### config.mk
export PLATFORM = sky130hd
export DESIGN_NAME = ihex_rx_loader
export DESIGN_NICKNAME = d
export VERILOG_FILES = /design/src/rtl/ihex_rx_loader.sv
export SDC_FILE = /design/constraint.sdc
export NUM_CORES = 1
export LEC_CHECK = 0
export ABC_AREA = 1
export CAP_MARGIN = 20
export CORE_ASPECT_RATIO = 1.25
export CORE_MARGIN = 5
export CORE_UTILIZATION = 36
export CTS_CLUSTER_SIZE = 8
export DETAILED_ROUTE_END_ITERATION = 16
export GPL_TIMING_DRIVEN = 0
export MAX_ROUTING_LAYER = met4
export PLACE_DENSITY = 0.55
export SYNTH_ARGS = -nofsm -noshare
export SYNTH_HDL_FRONTEND = slang
export SYNTH_SLANG_ARGS = --single-unit
### constraint.sdc
create_clock -name CLK_UART_i -period 3.1 [get_ports CLK_UART_i]
set_clock_uncertainty 0.2 [all_clocks]
set_input_delay 0.31 -clock CLK_UART_i [delete_from_list [all_inputs] [get_ports CLK_UART_i]]
set_output_delay 0.31 -clock CLK_UART_i [all_outputs]
set_load 0.005 [all_outputs]
### src/rtl/ihex_rx_loader.sv
// Intel HEX receive loader: parses records from the UART RX byte stream, verifies checksums
// and commits buffered data-record bytes to RAM one byte per cycle.
module ihex_rx_loader #(
  parameter int ADDR_W  = 10,
  parameter int MAX_LEN = 16
) (
  input  logic              CLK_UART_i,
  input  logic              RST_UART_n_i,
  input  logic [7:0]        rx_byte_i,
  input  logic              rx_valid_i,
  output logic [ADDR_W-1:0] mem_addr_o,
  output logic [7:0]        mem_data_o,
  output logic              mem_we_o,
  output logic              busy_o,
  output logic              rec_ok_o,
  output logic              rec_err_o,
  output logic              eof_o,
  output logic [7:0]        err_cnt_o
);

  localparam int IDX_W = (MAX_LEN > 1) ? $clog2(MAX_LEN) : 1;

  typedef enum logic [2:0] {
    S_IDLE, S_LEN, S_ADDR_H, S_ADDR_L, S_TYPE, S_DATA, S_CSUM, S_COMMIT
  } state_t;

  state_t            state, state_nx;
  logic              nib_hi;
  logic [3:0]        hi_q;
  logic [7:0]        sum_q, len_q, type_q;
  logic [ADDR_W-1:0] addr_q;
  logic [IDX_W-1:0]  idx_q;
  logic [7:0]        buf_q [MAX_LEN];
  logic [ADDR_W-1:0] last_addr_q;
  logic [7:0]        last_data_q;
  logic              ok_q, err_q;

  logic              is_colon, is_hex, in_rec, byte_done, commit_last;
  logic [3:0]        nib;
  logic [7:0]        byte_v, sum_nx;
  logic              reject, accept_ok, set_eof;

  always_comb begin
    is_hex = 1'b1;
    nib    = '0;
    if (rx_byte_i >= 8'h30 && rx_byte_i <= 8'h39)      nib = rx_byte_i[3:0];
    else if (rx_byte_i >= 8'h41 && rx_byte_i <= 8'h46) nib = rx_byte_i[3:0] + 4'd9;
    else if (rx_byte_i >= 8'h61 && rx_byte_i <= 8'h66) nib = rx_byte_i[3:0] + 4'd9;
    else                                               is_hex = 1'b0;
  end

  assign is_colon    = (rx_byte_i == 8'h3A);
  assign byte_v      = {hi_q, nib};
  assign sum_nx      = sum_q + byte_v;
  assign in_rec      = (state != S_IDLE) && (state != S_COMMIT);
  assign byte_done   = rx_valid_i && in_rec && is_hex && nib_hi;
  assign commit_last = (state == S_COMMIT) && (8'(idx_q) == len_q - 8'd1);

  always_comb begin
    state_nx  = state;
    reject    = 1'b0;
    accept_ok = 1'b0;
    set_eof   = 1'b0;
    case (state)
      S_IDLE:   if (rx_valid_i && is_colon) state_nx = S_LEN;
      S_COMMIT: if (commit_last) state_nx = S_IDLE;
      default: begin
        if (rx_valid_i) begin
          if (is_colon) begin
            reject   = 1'b1;
            state_nx = S_LEN;
          end else if (!is_hex) begin
            reject   = 1'b1;
            state_nx = S_IDLE;
          end else if (nib_hi) begin
            case (state)
              S_LEN: begin
                if (byte_v > 8'(MAX_LEN)) begin
                  reject   = 1'b1;
                  state_nx = S_IDLE;
                end else begin
                  state_nx = S_ADDR_H;
                end
              end
              S_ADDR_H: state_nx = S_ADDR_L;
              S_ADDR_L: state_nx = S_TYPE;
              S_TYPE:   state_nx = (len_q == 8'd0) ? S_CSUM : S_DATA;
              S_DATA:   if (8'(idx_q) == len_q - 8'd1) state_nx = S_CSUM;
              S_CSUM: begin
                if (sum_nx != 8'd0) begin
                  reject   = 1'b1;
                  state_nx = S_IDLE;
                end else if (type_q == 8'h00 && len_q != 8'd0) begin
                  state_nx = S_COMMIT;
                end else begin
                  accept_ok = 1'b1;
                  set_eof   = (type_q == 8'h01);
                  state_nx  = S_IDLE;
                end
              end
              default: ;
            endcase
          end
        end
      end
    endcase
  end

  // Outside COMMIT the RAM bus shows the last written address/data.
  assign mem_we_o   = (state == S_COMMIT);
  assign mem_addr_o = mem_we_o ? addr_q + ADDR_W'(idx_q) : last_addr_q;
  assign mem_data_o = mem_we_o ? buf_q[idx_q] : last_data_q;
  assign rec_ok_o   = ok_q | commit_last;
  assign rec_err_o  = err_q;
  assign busy_o     = (state != S_IDLE);

  always_ff @(posedge CLK_UART_i or negedge RST_UART_n_i) begin
    if (!RST_UART_n_i) state <= S_IDLE;
    else               state <= state_nx;
  end

  always_ff @(posedge CLK_UART_i) begin
    if (byte_done && state == S_DATA) buf_q[idx_q] <= byte_v;
  end

  always_ff @(posedge CLK_UART_i or negedge RST_UART_n_i) begin
    if (!RST_UART_n_i) begin
      nib_hi      <= 1'b0;
      hi_q        <= '0;
      sum_q       <= '0;
      len_q       <= '0;
      type_q      <= '0;
      addr_q      <= '0;
      idx_q       <= '0;
      last_addr_q <= '0;
      last_data_q <= '0;
      ok_q        <= 1'b0;
      err_q       <= 1'b0;
      eof_o       <= 1'b0;
      err_cnt_o   <= '0;
    end else begin
      ok_q  <= accept_ok;
      err_q <= reject;
      if (set_eof) eof_o <= 1'b1;
      if (reject && err_cnt_o != 8'hFF) err_cnt_o <= err_cnt_o + 8'd1;
      if (state == S_COMMIT) begin
        last_addr_q <= mem_addr_o;
        last_data_q <= mem_data_o;
        idx_q       <= idx_q + 1'b1;
      end
      if (rx_valid_i && is_colon && state != S_COMMIT) begin
        nib_hi <= 1'b0;
        sum_q  <= '0;
      end else if (rx_valid_i && in_rec && is_hex) begin
        if (!nib_hi) begin
          hi_q   <= nib;
          nib_hi <= 1'b1;
        end else begin
          nib_hi <= 1'b0;
          sum_q  <= sum_nx;
          case (state)
            S_LEN:    len_q  <= byte_v;
            // High byte lands with a zero low byte so the low byte can simply be OR-ed in.
            S_ADDR_H: addr_q <= ADDR_W'({byte_v, 8'h00});
            S_ADDR_L: addr_q <= addr_q | ADDR_W'(byte_v);
            S_TYPE: begin
              type_q <= byte_v;
              idx_q  <= '0;
            end
            S_DATA:   idx_q  <= idx_q + 1'b1;
            S_CSUM:   idx_q  <= '0;
            default: ;
          endcase
        end
      end
    end
  end

endmodule

# ---- Yosys cells after proc, flatten, opt, wreduce, memory -nomap -nowiden
# Memory sizes are Yosys's and may differ from the RTL's.
# Index checks and enable logic that the tools add are counted.
dict set report totals {
  mem_count 1
  inputBits 11
  ramBits 128
  register_bits 75
}
# name words word_bits read_ports rd_clocked_by_memory_dff wr line
set memory_table {}
lappend memory_table {buf_q 16 8 1 0 1 33} ;# logic [7:0] buf_q [MAX_LEN];
dict set report op_classes {
  bitwise_logic 4
  eq_ne 17
  muxes 59
  add_sub_neg 6
  magnitude_cmp 7
  n_reduce_logical 31
}
# cell n
set op_table {}
lappend op_table {{$mux 8} 4}
lappend op_table {{$mux 1} 31}
lappend op_table {{$mux 4} 7}
lappend op_table {{$mux 3} 9}
lappend op_table {{$pmux 10 s2} 1}
lappend op_table {{$pmux 3 s6} 1}
lappend op_table {{$ge 8x7->1 const B} 2}
lappend op_table {{$le 8x7->1 const B} 2}
lappend op_table {{$logic_not 8->1} 2}
lappend op_table {{$reduce_bool 8->1} 2}
lappend op_table {{$logic_and 1x1->1} 13}
lappend op_table {{$eq 3x3->1 const B} 4}
lappend op_table {{$reduce_and 4->1} 3}
lappend op_table {{$add 10x4->10} 1}
lappend op_table {{$mux 10} 1}
lappend op_table {{$ne 10x3->1 const B} 1}
lappend op_table {{$or 10x8->10} 1}
lappend op_table {{$add 8x1->8 const B} 1}
lappend op_table {{$add 8x8->8} 1}
lappend op_table {{$eq 4x8->1} 1}
lappend op_table {{$eq 8x1->1 const B} 1}
lappend op_table {{$eq 8x6->1 const B} 1}
lappend op_table {{$ge 8x6->1 const B} 1}
lappend op_table {{$gt 8x5->1 const B} 1}
lappend op_table {{25 further kinds} 32}

# ---- Depth between registers and ports, before layout
# Gate-level depths: netlist of the first run.
dict set report logic_depth {
  word_depth 15
  ltp_mapped 24
  mapped_depth_nobuf 24
}

# ---- Least setup slack after synthesis of the first run
# OpenSTA, ideal clock, no wires.
dict set report synth_path {
  path_type {input port to flip-flop}
  startpoint {input rx_byte_i[0]}
  endpoint {register err_cnt_o[2]}
  setup_ns 0.066
  t_arrival_ns 2.942
  path_buffers 0
  path_slack_ns -0.108
  stages 22
  cell_sequence {inv_1 ha_1 o21ai_0 nand2_1 nand3_1 nand2_1 ha_1 inv_1 fa_1 inv_1 nand3_1 nand2_1 nand2_1 nand2_1 nand3_1 nor2_1 nand3_1 nand2_1 nand3_2 nand3_2 nand2_1 nand2_1}
}
dict set report synth_via {
  elab_chain_cells 15
  elab_cells_between_ends 29
}
# item line
set synth_rtl {}
lappend synth_rtl {{start: declaration} 9} ;# input logic [7:0] rx_byte_i,
lappend synth_rtl {{$ge 8x7->1 or $le 8x7->1 (tied branches)} 48} ;# else if (rx_byte_i >= 8'h61 && rx_byte_i <= 8'h66) nib = rx_byte_i[3:0] + 4'd9;
lappend synth_rtl {{$logic_and 1x1->1} 48}
lappend synth_rtl {{$mux 4} 48}
lappend synth_rtl {{$mux 4} 47} ;# else if (rx_byte_i >= 8'h41 && rx_byte_i <= 8'h46) nib = rx_byte_i[3:0] + 4'd9;
lappend synth_rtl {{$mux 4 (*)} 46} ;# if (rx_byte_i >= 8'h30 && rx_byte_i <= 8'h39) nib = rx_byte_i[3:0];
lappend synth_rtl {{via nib[0]} 39} ;# logic [3:0] nib;
lappend synth_rtl {{$add 8x8->8} 54} ;# assign sum_nx = sum_q + byte_v;
lappend synth_rtl {{$reduce_bool 8->1} 90} ;# if (sum_nx != 8'd0) begin
lappend synth_rtl {{$mux 1} 90}
lappend synth_rtl {{$pmux 1 s2 (*)} 76} ;# case (state)
lappend synth_rtl {{$mux 1 (*)} 75} ;# end else if (nib_hi) begin
lappend synth_rtl {{$mux 1 (*)} 72} ;# end else if (!is_hex) begin
lappend synth_rtl {{$mux 1 (*)} 69} ;# if (is_colon) begin
lappend synth_rtl {{$mux 1 (*)} 68} ;# if (rx_valid_i) begin
lappend synth_rtl {{$mux 1 (*)} 64} ;# case (state)
lappend synth_rtl {{$logic_and 1x1->1 (*)} 145} ;# if (reject && err_cnt_o != 8'hFF) err_cnt_o <= err_cnt_o + 8'd1;
lappend synth_rtl {{end signal: assignment} 145}
lappend synth_rtl {{end: declaration} 18} ;# output logic [7:0] err_cnt_o
# The timed path passes the listed nets; every way through them passes the cells marked *.
# A chain may end at the register's enable or synchronous reset.

# ---- Worst setup path in the final report of the first run
dict set report layout_path {
  startpoint {register idx_q[1]}
  endpoint {output mem_addr_o[6]}
}
dict set report layout_via {
  elab_chain_cells 2
}
# item line
set layout_rtl {}
lappend layout_rtl {{start: declaration} 32} ;# logic [IDX_W-1:0] idx_q;
lappend layout_rtl {{start signal: assignment} 149} ;# idx_q <= idx_q + 1'b1;
lappend layout_rtl {{start signal: assignment} 170} ;# S_DATA: idx_q <= idx_q + 1'b1;
lappend layout_rtl {{$add 10x4->10} 111} ;# assign mem_addr_o = mem_we_o ? addr_q + ADDR_W'(idx_q) : last_addr_q;
lappend layout_rtl {{$mux 10} 111}
lappend layout_rtl {{end: declaration} 11} ;# output logic [ADDR_W-1:0] mem_addr_o,
# No other way between the ends.

==> results of run 1 <==
[critical path, cell delays in order, from the launching register on]
cell and delay (ns):
dfrtp_1 0.37, buf_8 0.13, clkinvlp_4 0.12, buf_8 0.15, fa_2 0.35, o21ai_2 0.19, nand2_2 0.09, nor3_4 0.14
buf_4 0.14, o31ai_1 0.06, dlygate4sd2_1 0.28
[where the power goes]
group / switching (W) / internal (W) / leakage (nW) / total [W]
combinational: 0.000501 / 0.000339 / 2.54 / 0.000839
sequential: 0.000188 / 0.00304 / 2.03 / 0.00322
clock: 0.00113 / 0.00173 / 0.386 / 0.00286
[layer usage]
layer / global-route usage, % / part of all wire, % / vias up
li1: - / - / 3536
met1: 22.0 / 41 / 3559
met2: 31.2 / 50 / 203
met3: 2.64 / 4.6 / 60
met4: 7.24 / 4.0 / 0
met5: - / 0 / -
[what timing repair did]
action,in CTS,in global routing
cloned,4,0
gates resized for setup,140,92
hold buffers,1,0
pin swaps,24,42
buffers inserted,24,18
endpoints found under the setup margin,159,157
hold endpoints to repair,75,0
[cells in the final DEF (no fill, tap or decap), types with 29 or more instances in the layout]
cell | netlist | layout
nand2_1 | 171 | 157
edfxtp_1 | 128 | 128
nor2_1 | 122 | 100
o21ai_0 | 99 | 83
dfrtp_1 | 75 | 71
inv_1 | 77 | 70
buf_4 | 0 | 41
nand3_1 | 47 | 34
a21oi_1 | 37 | 34
clkbuf_16 | 0 | 29
[sequential cells by signal (all words and copies together) (netlist names), 3 cells and up]
signal	count
state	3
idx_q	4
len_q	8
addr_q	10
hi_q	4
type_q	8
buf_q	128
sum_q	8
last_data_q	8
err_cnt_o	8
last_addr_q	10
[synthesized netlist by cell type, types with 3 or more instances]
cell      instances
a211oi_1          8
a21oi_1          37
buf_6             4
clkbuf_1         29
dfrtp_1          75
edfxtp_1        128
ha_1             23
inv_1            77
inv_2             4
nand2_1         171
nand2_2           3
nand3_1          47
nand3b_1          3
nand4_1          21
nor2_1          122
nor2_4            3
nor2_8            3
nor3_1            6
o21ai_0          99
o21ai_1          15
o22ai_1          33
xnor2_1           5
xor2_1           11
[per-stage QoR]
step | worst slack, ns | TNS (ns) | util [%]
floorplan | 0.00789 | 0 | -
global placement | -1.69 | -205.36 | 39.8
detailed placement | -1.76 | -111.63 | 39.9
CTS | -0.143 | -3.15 | 45.3
global route | -0.140 | -0.295 | 46.6
finish | 0.0414 | 0 | 46.6
[logic make-up after synthesis]
| kind of cell | Yosys count | share of synthesized area [%] |
|---|---|---|
| simple gates | 389 | 18.2 |
| compound gates | 203 | 11.7 |
| flops | 203 | 60.2 |
| buf+inv | 118 | 5.03 |
| fa+ha+maj | 25 | 3.45 |
| xor+xnor | 16 | 1.47 |
[worst max-delay path by stage]
| stage | endpoint | cells past startpoint | from | slack (ns) |
|---|---|---|---|---|
| floorplan | err_cnt_o[2]$_DFFE_PN0P_ | 20 | rx_byte_i[0] | 0.008 |
| global placement | err_cnt_o[1]$_DFFE_PN0P_ | 21 | rx_byte_i[0] | -1.69 |
| detailed placement | err_cnt_o[1]$_DFFE_PN0P_ | 21 | rx_byte_i[0] | -1.76 |
| CTS | buf_q[12][4]$_DFFE_PP_ | 9 | state[0]$_DFFE_PN0P_ | -0.14 |
| global route | mem_addr_o[8] | 11 | idx_q[1]$_DFF_PN0_ | -0.14 |
| finish | mem_addr_o[6] | 10 | idx_q[1]$_DFF_PN0_ | 0.04 |
[layout make-up]
type	instances	area [um^2]
clock inverters	2	16.3
plain buffers	33	256
inverters	82	332
repair inverters	1	5.00
well taps	340	425
flip-flops and latches	203	5730
multi-input cells	636	3820
fillers	2426	13900
clock buffers	49	801
repair buffers	85	746
==> impl_metrics.env, run 1 <==
export IMPL_seq_area_frac_synth_pct=60.2
export IMPL_cts_htree_levels=1
export IMPL_final_area_mm2=0.0121
export IMPL_cts_tree="built"
export IMPL_core_area_mm2=0.0260
export IMPL_clock_path_buffers=3
export IMPL_rows=66
export IMPL_gp_congestion=0.826
export IMPL_r2r_cells=9
export IMPL_synth_area_mm2=0.00951
export IMPL_rsz0062_at_grt="true"
export IMPL_synth_area_leaders="edfxtp_1 40%, dfrtp_1 20%, nand2_1 6.8%"
export IMPL_post_place_cells=1336
export IMPL_synth_nets=990
export IMPL_wirelength_um=26600
export IMPL_ir_worst_vdd_mv=0.363
export IMPL_post_route_min_period_ns=3.06
export IMPL_slew_limit_headroom_pct=57.6
export IMPL_maxSlewViolCount=0
export IMPL_post_route_period_util_pct=98.7
export IMPL_p_total_w=0.00692
export IMPL_cap_violations=0
export IMPL_timing_rr_start="state[0]$_DFFE_PN0P_"
export IMPL_port_buffers=41
export IMPL_status="complete, no violations"
export IMPL_crit_path_end_kind="output port"
export IMPL_setup_viol=0
export IMPL_grt_usage_pct=18.3
export IMPL_yosys_area_top_type="edfxtp_1"
export IMPL_ys_ff_latch=203
export IMPL_worst_ep_required_time_ns=2.59
export IMPL_rrSetupSlack_ns=0.20
export IMPL_path_clk_slew_ns=0.05
export IMPL_fmaxAchievable_mhz=327
export IMPL_antenna_found_initial=0
export IMPL_final_cells=1431
export IMPL_start_util_pct=36.6
export IMPL_max_slew_worst_pin_slew_ns=0.636
export IMPL_synth_cell_type_count=43
export IMPL_syn_to_final_growth_pct=27.6
export IMPL_wl_per_cell_um=18.6
export IMPL_root_buffer="clkbuf_16"
export IMPL_timing_hold_ws_ns=0.0148
export IMPL_drtAntennaViolNets=0
export IMPL_cts_sinks=203
export IMPL_vias_per_cell=5.14
export IMPL_die_h_um=192
export IMPL_path_max_fanout=7
export IMPL_synth_edff_count=128
export IMPL_power_density_mw_per_mm2=570
export IMPL_syn_instance_count=954
export IMPL_critPathLaunchType="register"
export IMPL_fin_nets=1107
export IMPL_drt_iter0_markers=545
export IMPL_hold_class="primary input to asynchronous set/reset pin"
export IMPL_hold_viol=0
export IMPL_grt_max_degree=59
export IMPL_drc=0
export IMPL_dieArea_mm2=0.0298
export IMPL_arrival_ns=2.55
export IMPL_vias=7358
export IMPL_insertedDiodeCount=0
export IMPL_synthArstFlopShare_pct=36.9
export IMPL_grt_pass1_vias=7512
export IMPL_grt_ovfl_total=0
export IMPL_pin_count=42
export IMPL_die_w_um=155
export IMPL_worstReg2RegEnd="buf_q[0][1]$_DFFE_PP_"
export IMPL_drive_gt1_share_pct=21.0
export IMPL_synth_ff_type="edfxtp_1"
export IMPL_cts_buffers=29
export IMPL_synth_top_cell_area_share_pct=40.4
export IMPL_ys_warn_count=0
export IMPL_syn_area_per_cell_um2=9.97
export IMPL_p_leak_nw=4.96
export IMPL_critPathKind="register to output port"
export IMPL_drt_first_pass_iters=5
export IMPL_clock_latency_ns=0.54
export IMPL_detailed_place_area_mm2=0.0104
export IMPL_hpwl_um=16700
export IMPL_grt_pass1_wl_um=41700
Power figures use the tool's default switching activity.
==> run 2: changes to the inputs <==
--- a/config.mk
+++ b/config.mk
@@ -6,10 +6,11 @@
 export NUM_CORES = 1
 export LEC_CHECK = 0
 export ABC_AREA = 1
-export CAP_MARGIN = 20
 export CORE_ASPECT_RATIO = 1.25
 export CORE_MARGIN = 5
 export CORE_UTILIZATION = 36
+export CTS_BUF_LIST = sky130_fd_sc_hd__clkbuf_8
+export CTS_CLUSTER_DIAMETER = 50
 export CTS_CLUSTER_SIZE = 8
 export DETAILED_ROUTE_END_ITERATION = 16
 export GPL_TIMING_DRIVEN = 0
==> impl_metrics.env, run 2 (synthesized netlist as in run 1, its figures left out) <==
export IMPL_detailed_place_area_mm2=0.0104
export IMPL_worstReg2RegEnd="buf_q[8][2]$_DFFE_PP_"
export IMPL_hold_class="primary input to register"
export IMPL_drc=0
export IMPL_fin_nets=1107
export IMPL_violations="negative setup slack"
export IMPL_post_place_cells=1336
export IMPL_path_max_fanout=7
export IMPL_fmaxAchievable_mhz=322
export IMPL_fin_setup_tns_ns=-0.00348
export IMPL_drtAntennaViolNets=0
export IMPL_vias=7317
export IMPL_hpwl_um=16700
export IMPL_final_common_cell="nand2_1"
export IMPL_grt_usage_pct=18.2
export IMPL_pin_count=42
export IMPL_power_density_mw_per_mm2=503
export IMPL_grt_max_degree=59
export IMPL_max_slew_worst_pin_slew_ns=0.837
export IMPL_start_util_pct=36.6
export IMPL_p_leak_nw=4.86
export IMPL_hold_path_endpoint="type_q[3]$_DFFE_PN0P_"
export IMPL_dieArea_mm2=0.0298
export IMPL_post_route_util_pct=45.4
export IMPL_min_path_cells=3
export IMPL_cts_tree="built"
export IMPL_die_w_um=155
export IMPL_rsz0062_at_grt="true"
export IMPL_clock_latency_ns=0.56
export IMPL_rows=66
export IMPL_cts_htree_levels=1
export IMPL_hold_viol=0
export IMPL_largest_reg_flops=128
export IMPL_rrSetupSlack_ns=0.20
export IMPL_worst_ep_required_time_ns=2.59
export IMPL_r2r_cells=9
export IMPL_grt_pass1_vias=7485
export IMPL_slew_limit_headroom_pct=44.0
export IMPL_n_fill_cell=2476
export IMPL_largest_register="buf_q"
export IMPL_gp_congestion=0.826
export IMPL_core_area_mm2=0.0260
export IMPL_mostFrequentLayoutCells="157 x nand2_1, 128 x edfxtp_1, 99 x nor2_1, 91 x inv_1, 80 x o21ai_0"
export IMPL_wl_per_cell_um=18.5
export IMPL_arrival_ns=2.59
export IMPL_grt_pass1_wl_um=41500
export IMPL_path_clk_slew_ns=0.07
export IMPL_port_buffers=41
export IMPL_vias_per_cell=5.11
export IMPL_critPathLaunchType="register"
export IMPL_wirelength_um=26400
export IMPL_post_route_min_period_ns=3.10
export IMPL_cap_violations=0
export IMPL_timing_rr_start="state[0]$_DFFE_PN0P_"
export IMPL_setup_viol=1
export IMPL_ir_worst_vdd_mv=0.352
export IMPL_post_route_period_util_pct=100
export IMPL_regArea_mm2=0.00573
export IMPL_clock_path_buffers=3
export IMPL_die_h_um=192
export IMPL_root_buffer="clkbuf_8"
export IMPL_drive_gt1_share_pct=21.4
export IMPL_syn_to_final_growth_pct=24.3
export IMPL_maxSlewViolCount=0
export IMPL_crit_path_end_kind="output port"
export IMPL_final_area_mm2=0.0118
export IMPL_final_cells=1431
export IMPL_antenna_found_initial=0
export IMPL_worst_hold_startpoint="rx_byte_i[3]"
export IMPL_status="finished with violations"
export IMPL_setup_ws_ns=-0.00348
export IMPL_critPathKind="register to output port"
export IMPL_reg_largest_list="buf_q (128), addr_q (10), last_addr_q (10)"
export IMPL_cts_buffers=29
export IMPL_drt_iter0_markers=531
export IMPL_multi_input_area_mm2=0.00385
export IMPL_insertedDiodeCount=0
export IMPL_drt_first_pass_iters=5
export IMPL_cts_sinks=203
export IMPL_grt_ovfl_total=0
## run 2: cell count changes in the layout (fill, tap and decap cells not counted), sizes merged
cell	before	now
clkbuf	74	59
buf	60	59
dlymetal6s2s	7	5
dlygate4sd2	6	7
inv	80	98
dlygate4sd3	1	2
clkdlybuf4s15	3	0
clkinv	0	1
## run 2: how the worst max path moves through the flow
stage	start	endpoint	slack, ns
after floorplan	rx_byte_i[0]	err_cnt_o[2]$_DFFE_PN0P_	0.008
after CTS	idx_q[1]$_DFF_PN0_	mem_addr_o[8]	-0.19
after global placement	rx_byte_i[0]	err_cnt_o[1]$_DFFE_PN0P_	-1.69
final	idx_q[1]$_DFF_PN0_	mem_addr_o[8]	-0.003
after detailed placement	rx_byte_i[0]	err_cnt_o[1]$_DFFE_PN0P_	-1.76
after global routing	idx_q[1]$_DFF_PN0_	mem_addr_o[8]	-0.23
## run 2: through the flow
step | power, W | hold WS [ns] | setup slack [ns]
2_1_floorplan | 0.00370 | -0.186 | 0.00789
3_3_place_gp | 0.00401 | 0.250 | -1.69
3_5_place_dp | 0.00402 | 0.0154 | -1.76
4_1_cts | 0.00596 | 0.0809 | -0.185
5_1_grt | 0.00623 | 0.0308 | -0.234
6_report | 0.00594 | 0.0626 | -0.00348
## run 2: what timing repair did
item,CTS,global route
gates cloned,4,0
hold endpoints to repair,75,0
gates resized for setup,148,95
setup endpoints to repair,165,157
pin swaps,19,43
buffers inserted,23,19
hold buffers,2,0
## run 2: power breakdown
| group | internal (W) | leakage, nW | switching (W) |
|---|---|---|---|
| Combinational | 0.000335 | 2.51 | 0.000500 |
| Clock | 0.000888 | 0.321 | 0.00100 |
| Sequential | 0.00303 | 2.03 | 0.000189 |
## run 2: worst max-delay path, stage by stage (launching register included)
cell        delay, ns
dfrtp_1          0.38
buf_8            0.13
clkinvlp_4       0.11
buf_8            0.15
fa_2             0.37
o21ai_2          0.19
nand2_2          0.09
nor3_4           0.14
nand2_2          0.09
xor2_2           0.15
o21ai_1          0.13
buf_2            0.13
## run 2: area by class of cell
| cell class | count | share of cell area [%] |
|---|---|---|
| plain buffers | 33 | 2.19 |
| clock buffers | 30 | 3.49 |
| clock inverters | 21 | 0.709 |
| inverters | 82 | 2.83 |
| multi-input cells | 636 | 32.5 |
| flip-flops and latches | 203 | 48.4 |
| well taps | 340 | 3.60 |
| repair buffers | 85 | 6.18 |
| repair inverters | 1 | 0.0423 |
## run 2: per-layer routing
metal	vias up	global-route usage (%)	wire, um
met4	0	7.75	1030
met2	178	30.8	13300
met3	61	2.37	1070
met1	3541	22.1	11000
li1	3537	-	-
met5	-	-	0
==> run 3: changes to the inputs <==
--- a/config.mk
+++ b/config.mk
@@ -14,7 +14,6 @@
 export CTS_CLUSTER_SIZE = 8
 export DETAILED_ROUTE_END_ITERATION = 16
 export GPL_TIMING_DRIVEN = 0
-export MAX_ROUTING_LAYER = met4
 export PLACE_DENSITY = 0.55
 export SYNTH_ARGS = -nofsm -noshare
 export SYNTH_HDL_FRONTEND = slang
==> impl_metrics.env, run 3 (synthesized netlist as in run 1, its figures left out) <==
export IMPL_reg_largest_list="buf_q (128), addr_q (10), last_addr_q (10)"
export IMPL_clock_latency_ns=0.56
export IMPL_ir_worst_vdd_mv=0.352
export IMPL_path_max_fanout=7
export IMPL_start_util_pct=36.6
export IMPL_port_buffers=41
export IMPL_insertedDiodeCount=0
export IMPL_critPathBufInv=4
export IMPL_hold_class="primary input to register"
export IMPL_setup_viol=1
export IMPL_wl_per_cell_um=18.4
export IMPL_r2r_cells=9
export IMPL_max_slew_worst_pin_slew_ns=0.831
export IMPL_rsz0062_at_grt="true"
export IMPL_cts_sinks=203
export IMPL_status="finished with violations"
export IMPL_core_area_mm2=0.0260
export IMPL_cts_buffers=29
export IMPL_post_route_util_pct=45.5
export IMPL_clock_path_buffers=3
export IMPL_violations="negative setup slack"
export IMPL_vias_per_cell=5.15
export IMPL_arrival_ns=2.60
export IMPL_slowest_delay_ns=0.38
export IMPL_cap_violations=0
export IMPL_root_buffer="clkbuf_8"
export IMPL_drive_gt1_share_pct=21.4
export IMPL_drt_iter0_markers=562
export IMPL_antenna_found_initial=0
export IMPL_rows=66
export IMPL_critPathTopFamily="buffers and inverters"
export IMPL_power_density_mw_per_mm2=502
export IMPL_crit_path_end_kind="output port"
export IMPL_grt_pass1_vias=7468
export IMPL_grt_ovfl_total=0
export IMPL_slew_limit_headroom_pct=44.4
export IMPL_cts_tree="built"
export IMPL_crit_chain="buf_8 -> clkinvlp_4 -> buf_8 -> fa_2 -> o21ai_2 -> nand2_2 -> nor3_4 -> nand2_2 -> xor2_2 -> o21ai_1 -> buf_2"
export IMPL_drtAntennaViolNets=0
export IMPL_maxSlewViolCount=0
export IMPL_worst_path_stages=11
export IMPL_worst_ep_required_time_ns=2.59
export IMPL_grt_usage_pct=17.7
export IMPL_post_route_min_period_ns=3.11
export IMPL_grt_max_degree=59
export IMPL_fin_setup_tns_ns=-0.0105
export IMPL_post_route_period_util_pct=100
export IMPL_mostFrequentLayoutCells="157 x nand2_1, 128 x edfxtp_1, 99 x nor2_1, 91 x inv_1, 80 x o21ai_0"
export IMPL_critPathLaunchType="register"
export IMPL_grt_pass1_wl_um=41500
export IMPL_drc=0
export IMPL_wirelength_um=26400
export IMPL_drt_first_pass_iters=5
export IMPL_fmaxAchievable_mhz=321
export IMPL_pin_count=42
export IMPL_path_clk_slew_ns=0.07
export IMPL_gp_congestion=0.814
export IMPL_hpwl_um=16700
export IMPL_largest_reg_flops=128
export IMPL_p_leak_nw=4.86
export IMPL_vias=7363
export IMPL_largest_register="buf_q"
export IMPL_fin_nets=1107
export IMPL_setup_ws_ns=-0.0105
export IMPL_critPathKind="register to output port"
export IMPL_dieArea_mm2=0.0298
export IMPL_die_w_um=155
export IMPL_die_h_um=192
export IMPL_hold_viol=0
export IMPL_cts_htree_levels=1
export IMPL_slowest_stage="dfrtp_1"
export IMPL_syn_to_final_growth_pct=24.4
export IMPL_min_path_cells=3
export IMPL_n_fill_cell=2475
export IMPL_final_common_cell="nand2_1"
run 3: changes by cell type in the layout (fill, tap and decap cells not counted), sizes merged:
cell,delta
clkdlybuf4s15,+1
dlygate4sd2,-1
run 3: path summary, 6_finish.rpt:
check / startpoint / slack (ns) / to
setup / recovery: idx_q[1]$_DFF_PN0_ / -0.01 / mem_addr_o[8]
hold / removal: rx_byte_i[3] / 0.06 / type_q[3]$_DFFE_PN0P_
setup reg to reg: state[0]$_DFFE_PN0P_ / 0.18 / buf_q[8][6]$_DFFE_PP_
hold reg to reg: last_addr_q[0]$_DFFE_PN0P_ / 0.27 / last_addr_q[0]$_DFFE_PN0P_
max in group asynchronous: RST_UART_n_i / 1.40 / last_data_q[3]$_DFFE_PN0P_
min in group asynchronous: RST_UART_n_i / 0.09 / addr_q[5]$_DFFE_PN0P_
run 3: worst min-delay path, stage by stage:
cell	delay, ns
dlymetal6s2s_1	0.22
o21ai_4	0.11
o21ai_1	0.13
run 3: metrics by stage:
stage          cells  worst slack (ns)  total power (W)  hold WS [ns]  cell area (um^2)
2_1_floorplan    954           0.00789          0.00370        -0.186              9510
3_3_place_gp    1335             -1.69          0.00401         0.250             10300
5_1_grt         1431            -0.236          0.00623        0.0308             11800
3_5_place_dp    1336             -1.76          0.00402        0.0154             10400
6_report        1431           -0.0105          0.00594        0.0571             11800
4_1_cts         1414            -0.185          0.00596        0.0809             11500
run 3: report_power, final:
group / internal (W) / switching (W) / leakage, nW
Sequential: 0.00303 / 0.000188 / 2.03
Combinational: 0.000335 / 0.000499 / 2.51
Clock: 0.000888 / 0.00100 / 0.321
run 3: per-layer routing:
layer	routed length, um	GRT usage (%)	share of wire (%)
met2	13300	30.8	51
met1	10900	22.0	41
met5	0	0	0
met3	1120	2.48	4.3
met4	1030	7.75	3.9
run 3: what timing repair did:
| action | in CTS | in global routing |
|---|---|---|
| endpoints found under the hold margin | 75 | 0 |
| resized for setup | 148 | 96 |
| endpoints found under the setup margin | 165 | 157 |
| buffers inserted | 23 | 19 |
| pin swaps | 19 | 43 |
| hold buffers | 2 | 0 |
| cloned | 4 | 0 |
run 3: cell type report:
type | instances | area (um^2) | share of cell area (%)
Clock buffer | 30 | 413 | 3.49
Timing Repair Buffer | 85 | 732 | 6.19
Timing Repair inverter | 1 | 5.00 | 0.0423
Buffer | 33 | 259 | 2.19
Sequential cell | 203 | 5730 | 48.4
Tap cell | 340 | 425 | 3.60
Clock inverter | 21 | 83.8 | 0.709
Inverter | 82 | 334 | 2.83
Multi-Input combinational cell | 636 | 3850 | 32.5
==> edit 1 (config.mk and constraints of run 3) <==
Change the parameter `ADDR_W` from 10 to 11.
--- a/src/rtl/ihex_rx_loader.sv
+++ b/src/rtl/ihex_rx_loader.sv
@@ -1,7 +1,7 @@
 // Intel HEX receive loader: parses records from the UART RX byte stream, verifies checksums
 // and commits buffered data-record bytes to RAM one byte per cycle.
 module ihex_rx_loader #(
-  parameter int ADDR_W  = 10,
+  parameter int ADDR_W  = 11,
   parameter int MAX_LEN = 16
 ) (
   input  logic              CLK_UART_i,
Interface: changed (resized mem_addr_o); port bits go from 42 to 43. No check against the original RTL was run, so the function may have changed too.
==> edit 1 against run 3 <==
The flow still finishes with violations (setup timing); critical path depth increased by 2; sequential cell count increased by 2; routed wire length increased by 3.7%; worst setup slack got worse by 0.15 ns; global-route usage increased by 0.29 points; total power increased by 9.9%; final area increased by 4.9%; area after synthesis increased by 1.6%; critical path type unchanged; highest routed layer unchanged.
==> edit 1: results (changes against run 3) <==
----------------------------------------------------
[Route]
  Routed via count divided by cell count ... 5.13 (was 5.15)
  Post-Route WL ... 27.3 mm (was 26.4 mm)
  Initial DRC Count ... 388 (was 562)

[Layout]
  Fraction of final layout cells sized beyond drive strength 1 ... 0.259 (was 0.214)
  Layout Nets ... 1155 (was 1107)
  Fillcell total ... 2541 (was 2475)

[Critical path]
  Data arrival time of the critical path ... 2.76 ns (was 2.60 ns)
  Worst-path fanout max ... 3 (was 7)
  Worst reg2reg path depth ... 12 (was 9)

[Synth]
  Commonest cells post-synth ... nand2_1 (179), edfxtp_1 (128), nor2_1 (118) (was nand2_1 (171), edfxtp_1 (128), nor2_1 (122))
  Unique masters post-synth ... 46 (was 43)
  Number of cells produced by synthesis ... 972 (was 954)

[Outcome]
  Failing checks ... setup timing (unchanged)
  Status ... finished with violations (unchanged)

[Timing]
  Worst Tran Pin Value ... 0.871 ns (was 0.831 ns)
  Final setup TNS ... -0.560 ns (was -0.0105 ns)
  Final WS setup ... -0.165 ns (was -0.0105 ns)
  Final setup violation count ... 5 (was 1)

[Placement]
  Number of buffers inserted by port buffering ... 42 (was 41)
  Number of cells in the design after placement ... 1360 (was 1336)
  Sum of net half-perimeters after detailed placement ... 17.0 mm (was 16.7 mm)
  Final weighted congestion in routability-driven placement ... 0.849 (was 0.814)

[Hold path]
  Tightest Hold Check Type ... in2async (was in2reg)

[Global routing]
  Largest net degree at the start of global routing ... 68 (was 59)
  First-pass GRT wire length ... 42.3 mm (was 41.5 mm)

[Clock network]
  Total clock buffers created by CTS ... 30 (was 29)

----------------------------------------------------
edit 1: changes by cell type after synthesis, sizes merged, moves of 3 or more:
cell | run 3 | this run
inv | 82 | 85
nand2 | 176 | 187
nor2 | 128 | 125
o21ai | 114 | 125
xnor2 | 5 | 8
nand3 | 50 | 45
clkbuf | 29 | 26
a21oi | 37 | 34
edit 1: kinds of logic (layout without fill, tap and decap cells):
family	after synthesis	in the layout	synth area share
and+or+nand+nor	392	395	0.181
buffers and inverters	119	282	0.0486
DFF	205	205	0.597
xor gates and xnor gates	19	19	0.0172
adders and majority gates	26	26	0.0352
AOI/OAI and AO/OA	211	211	0.120
edit 1: cell type report:
class	count	share of cell area
buffer	34	0.0268
sequential	205	0.465
tap	345	0.0348
multi-input combinational	651	0.327
timing repair inverter	2	0.000807
clock buffer	32	0.0355
clock inverter	20	0.00645
inverter	85	0.0275
timing repair buffer	109	0.0755
edit 1: path summary, 6_finish.rpt:
check / to / slack (ns)
hold / removal: addr_q[7] / 0.11
setup / recovery: mem_addr_o[10] / -0.17
hold reg to reg: last_addr_q[6] / 0.28
min in group CLK_UART_i: buf_q[6][0] / 0.15
max in group asynchronous: err_cnt_o[5] / 1.75
setup reg to reg: err_cnt_o[6] / 0.20
edit 1: critical path, cell delays in order, from the launching register on:
cell and delay (ns):
dfrtp_1 0.37, buf_6 0.13, clkinvlp_4 0.09, clkbuf_16 0.16, fa_2 0.37, o21ai_2 0.17
nand2_1 0.09, nor2_2 0.13, nand2_2 0.09, nor2_4 0.10, and3_4 0.19, xnor2_2 0.11
o21ai_1 0.07, buf_2 0.14
edit 1: report_power, final:
group	internal, mW	leakage, nW	switching, mW
sequential	3.16	2.01	0.309
clock	0.941	0.330	0.995
combinational	0.455	2.80	0.670
edit 1: through the flow:
step | power (mW) | instance area, sq um | hold WS (ns) | util
3_5_place_dp | 4.50 | 10500 | -0.0344 | 0.396
2_1_floorplan | 4.07 | 9670 | -0.186 | -
5_1_grt | 6.89 | 12400 | 0.121 | 0.465
6_report | 6.53 | 12400 | 0.112 | 0.465
4_1_cts | 6.49 | 11900 | 0.101 | 0.447
3_3_place_gp | 4.47 | 10500 | 0.256 | 0.395
edit 1: what timing repair did:
action                     CTS  global route
pin swaps                   46            51
hold buffers                 2             0
setup endpoints to repair   74            34
cloned                       6             0
resized for setup          171           126
hold endpoints to repair    77             0
setup buffers               45            19
edit 1: routing by layer:
metal | up-vias | global-route usage | wire length [um]
met5 | - | 0 | 0
met2 | 185 | 0.321 | 14100
met3 | 63 | 0.0281 | 1390
met4 | 0 | 0.0821 | 1240
met1 | 3719 | 0.214 | 10600
li1 | 3635 | - | -
==> edit 2 (config.mk and constraints of run 3) <==
Without the edit above. Register the output `eof_o` once more; this adds one clock of latency there. The other outputs are not delayed to match.
--- a/src/rtl/ihex_rx_loader.sv
+++ b/src/rtl/ihex_rx_loader.sv
@@ -23,6 +23,8 @@
   typedef enum logic [2:0] {
     S_IDLE, S_LEN, S_ADDR_H, S_ADDR_L, S_TYPE, S_DATA, S_CSUM, S_COMMIT
   } state_t;
+
+  logic eof_s0;
 
   state_t            state, state_nx;
   logic              nib_hi;
@@ -136,12 +138,12 @@
       last_data_q <= '0;
       ok_q        <= 1'b0;
       err_q       <= 1'b0;
-      eof_o       <= 1'b0;
+      eof_s0      <= 1'b0;
       err_cnt_o   <= '0;
     end else begin
       ok_q  <= accept_ok;
       err_q <= reject;
-      if (set_eof) eof_o <= 1'b1;
+      if (set_eof) eof_s0 <= 1'b1;
       if (reject && err_cnt_o != 8'hFF) err_cnt_o <= err_cnt_o + 8'd1;
       if (state == S_COMMIT) begin
         last_addr_q <= mem_addr_o;
@@ -176,5 +178,9 @@
     end
   end
 
+  always_ff @(posedge CLK_UART_i) begin
+    eof_o <= eof_s0;
+  end
+
 endmodule
 
Formal check against the unedited RTL: same outputs for any inputs over 4 cycles, from zero or initial values and one cycle with RST_UART_n_i low; that may be too few to reach the edited logic, so the function may still have changed.
==> edit 2 against run 3 <==
The flow still finishes with violations (setup timing); sequential cell count increased by 1; sequential share of layout area down 0.56 points; routed wire length down 1.2%; final area increased by 1.5%; via count down 0.27%; first-iteration DRC count fell by 25%; total power increased by 4.0%; register-to-register slack better by 0.05 ns; synthesized cell count up 0.10%; non-clock buffer count is 4 higher; worst setup slack got worse by 0.043 ns; clock power is 12% higher; area after synthesis increased by 0.21%; largest cell class unchanged; largest power group unchanged.
==> edit 2: results (changes against run 3) <==
----------------------------------------------------
[Hold path]
  Tightest Hold Check Type ... in2async (was in2reg)

[Synth]
  Synth top area cells ... edfxtp_1 (40%), dfrtp_1 (20%), nand2_1 (6.7%) (was edfxtp_1 (40%), dfrtp_1 (20%), nand2_1 (6.8%))
  EDFF count, synth ... 128 (unchanged)
  Number of cells produced by synthesis ... 955 (was 954)
  Unique masters post-synth ... 44 (was 43)
  Sequential cell area fraction in the yosys report ... 0.602 (about the same)
  Post-synthesis async set-or-reset flop share ... 0.368 (was 0.369)
  Share of the synthesized area in compound gates (AO/OA/AOI/OAI) ... 0.116 (was 0.117)
  Synthesized Nets ... 991 (was 990)
  Mux contribution to synthesized area ... 0 (unchanged)

[Placement]
  Sum of net half-perimeters after detailed placement ... 16.3 mm (was 16.7 mm)
  Number of cells in the design after placement ... 1337 (was 1336)
  Final weighted congestion in routability-driven placement ... 0.816 (was 0.814)
  Setup WS pre-CTS ... -1.58 ns (was -1.76 ns)
  Placed standard-cell area ... 0.0104 sq mm (about the same)

[Global routing]
  Number of global-route vias before repair ... 7404 (was 7468)
  Global routing met1 resource utilization ... 0.215 (was 0.220)
  Aggregate global-route resource usage ... 0.175 (was 0.177)
  Global Route met2 Usage ... 0.313 (was 0.308)
  First-pass GRT wire length ... 40.9 mm (was 41.5 mm)

[Clock network]
  Number of gates given a new drive strength after cts ... 156 (was 148)
  Clock Latency Late Sink ... 0.58 ns (was 0.56 ns)
  Total clock buffers created by CTS ... 30 (was 29)
  Setup Buffers After CTS ... 22 (was 23)

[Timing]
  Worst slew margin ... 0.353 (was 0.444)
  Final WS setup ... -0.0534 ns (was -0.0105 ns)
  Final setup violation count ... 2 (was 1)
  Final setup TNS ... -0.0950 ns (was -0.0105 ns)

[Route]
  Total iterations of the first detailed-routing run ... 5 (unchanged)
  Initial DRC Count ... 419 (was 562)

[Outcome]
  Failing checks ... setup timing (unchanged)
  Status ... finished with violations (unchanged)

[Critical path]
  Setup slack on the worst flop-to-flop path ... 0.23 ns (was 0.18 ns)
  Worst-path fanout max ... 5 (was 7)
  Data arrival time of the critical path ... 2.64 ns (was 2.60 ns)

[Layout]
  Fillcell total ... 2519 (was 2475)
  Layout Nets ... 1113 (was 1107)
  Number of standard cells in the layout, taps in and fillers out ... 1440 (was 1431)

[Pwr]
  Leak Pwr ... 4.94 nW (was 4.86 nW)

----------------------------------------------------
==> edit 2: changes by cell type after synthesis, sizes merged <==
cell	before	now
dfxtp	0	1
==> edit 2: critical path: cells and delay by family (launching register included) <==
family | cells | cell delay, ns
AO/OA/AOI/OAI | 2 | 0.34
adder cells (fa/ha/maj) | 1 | 0.36
flip-flops | 1 | 0.37
buffers and inverters | 4 | 0.51
AND/OR/NAND/NOR | 3 | 0.33
XOR/XNOR | 1 | 0.16
==> edit 2: metal layers <==
layer | vias up | wire (um)
li1 | 3553 | -
met1 | 3584 | 10900
met2 | 153 | 13500
met3 | 53 | 816
met4 | 0 | 778
met5 | - | 0
==> edit 2: power by group <==
group,total (mW),switching (mW),internal (mW)
Clock,2.12,1.04,1.08
Sequential,3.23,0.184,3.04
Combinational,0.834,0.497,0.337
Total,6.18,1.72,4.46
==> edit 2: worst min-delay path by stage <==
stage,slack [ns],from,depth (start not counted),end
floorplan,-0.19,RST_UART_n_i,0,addr_q[0]
global placement,0.16,eof_s0,0,eof_o
detailed placement,0.02,RST_UART_n_i,1,last_addr_q[8]
CTS,0.07,RST_UART_n_i,3,len_q[6]
global route,0.10,rx_byte_i[3],3,buf_q[5][3]
finish,0.08,RST_UART_n_i,3,addr_q[8]
==> edit 2: area by class of cell <==
cell class / count / area [sq um] / area share
timing repair inverter: 1 / 5.00 / 0.000417
multi-input combinational: 636 / 3880 / 0.323
clock inverter: 21 / 110 / 0.00918
clock buffer: 34 / 468 / 0.0390
sequential: 204 / 5740 / 0.479
buffer: 35 / 297 / 0.0247
inverter: 82 / 328 / 0.0273
timing repair buffer: 87 / 741 / 0.0617
tap: 340 / 425 / 0.0355
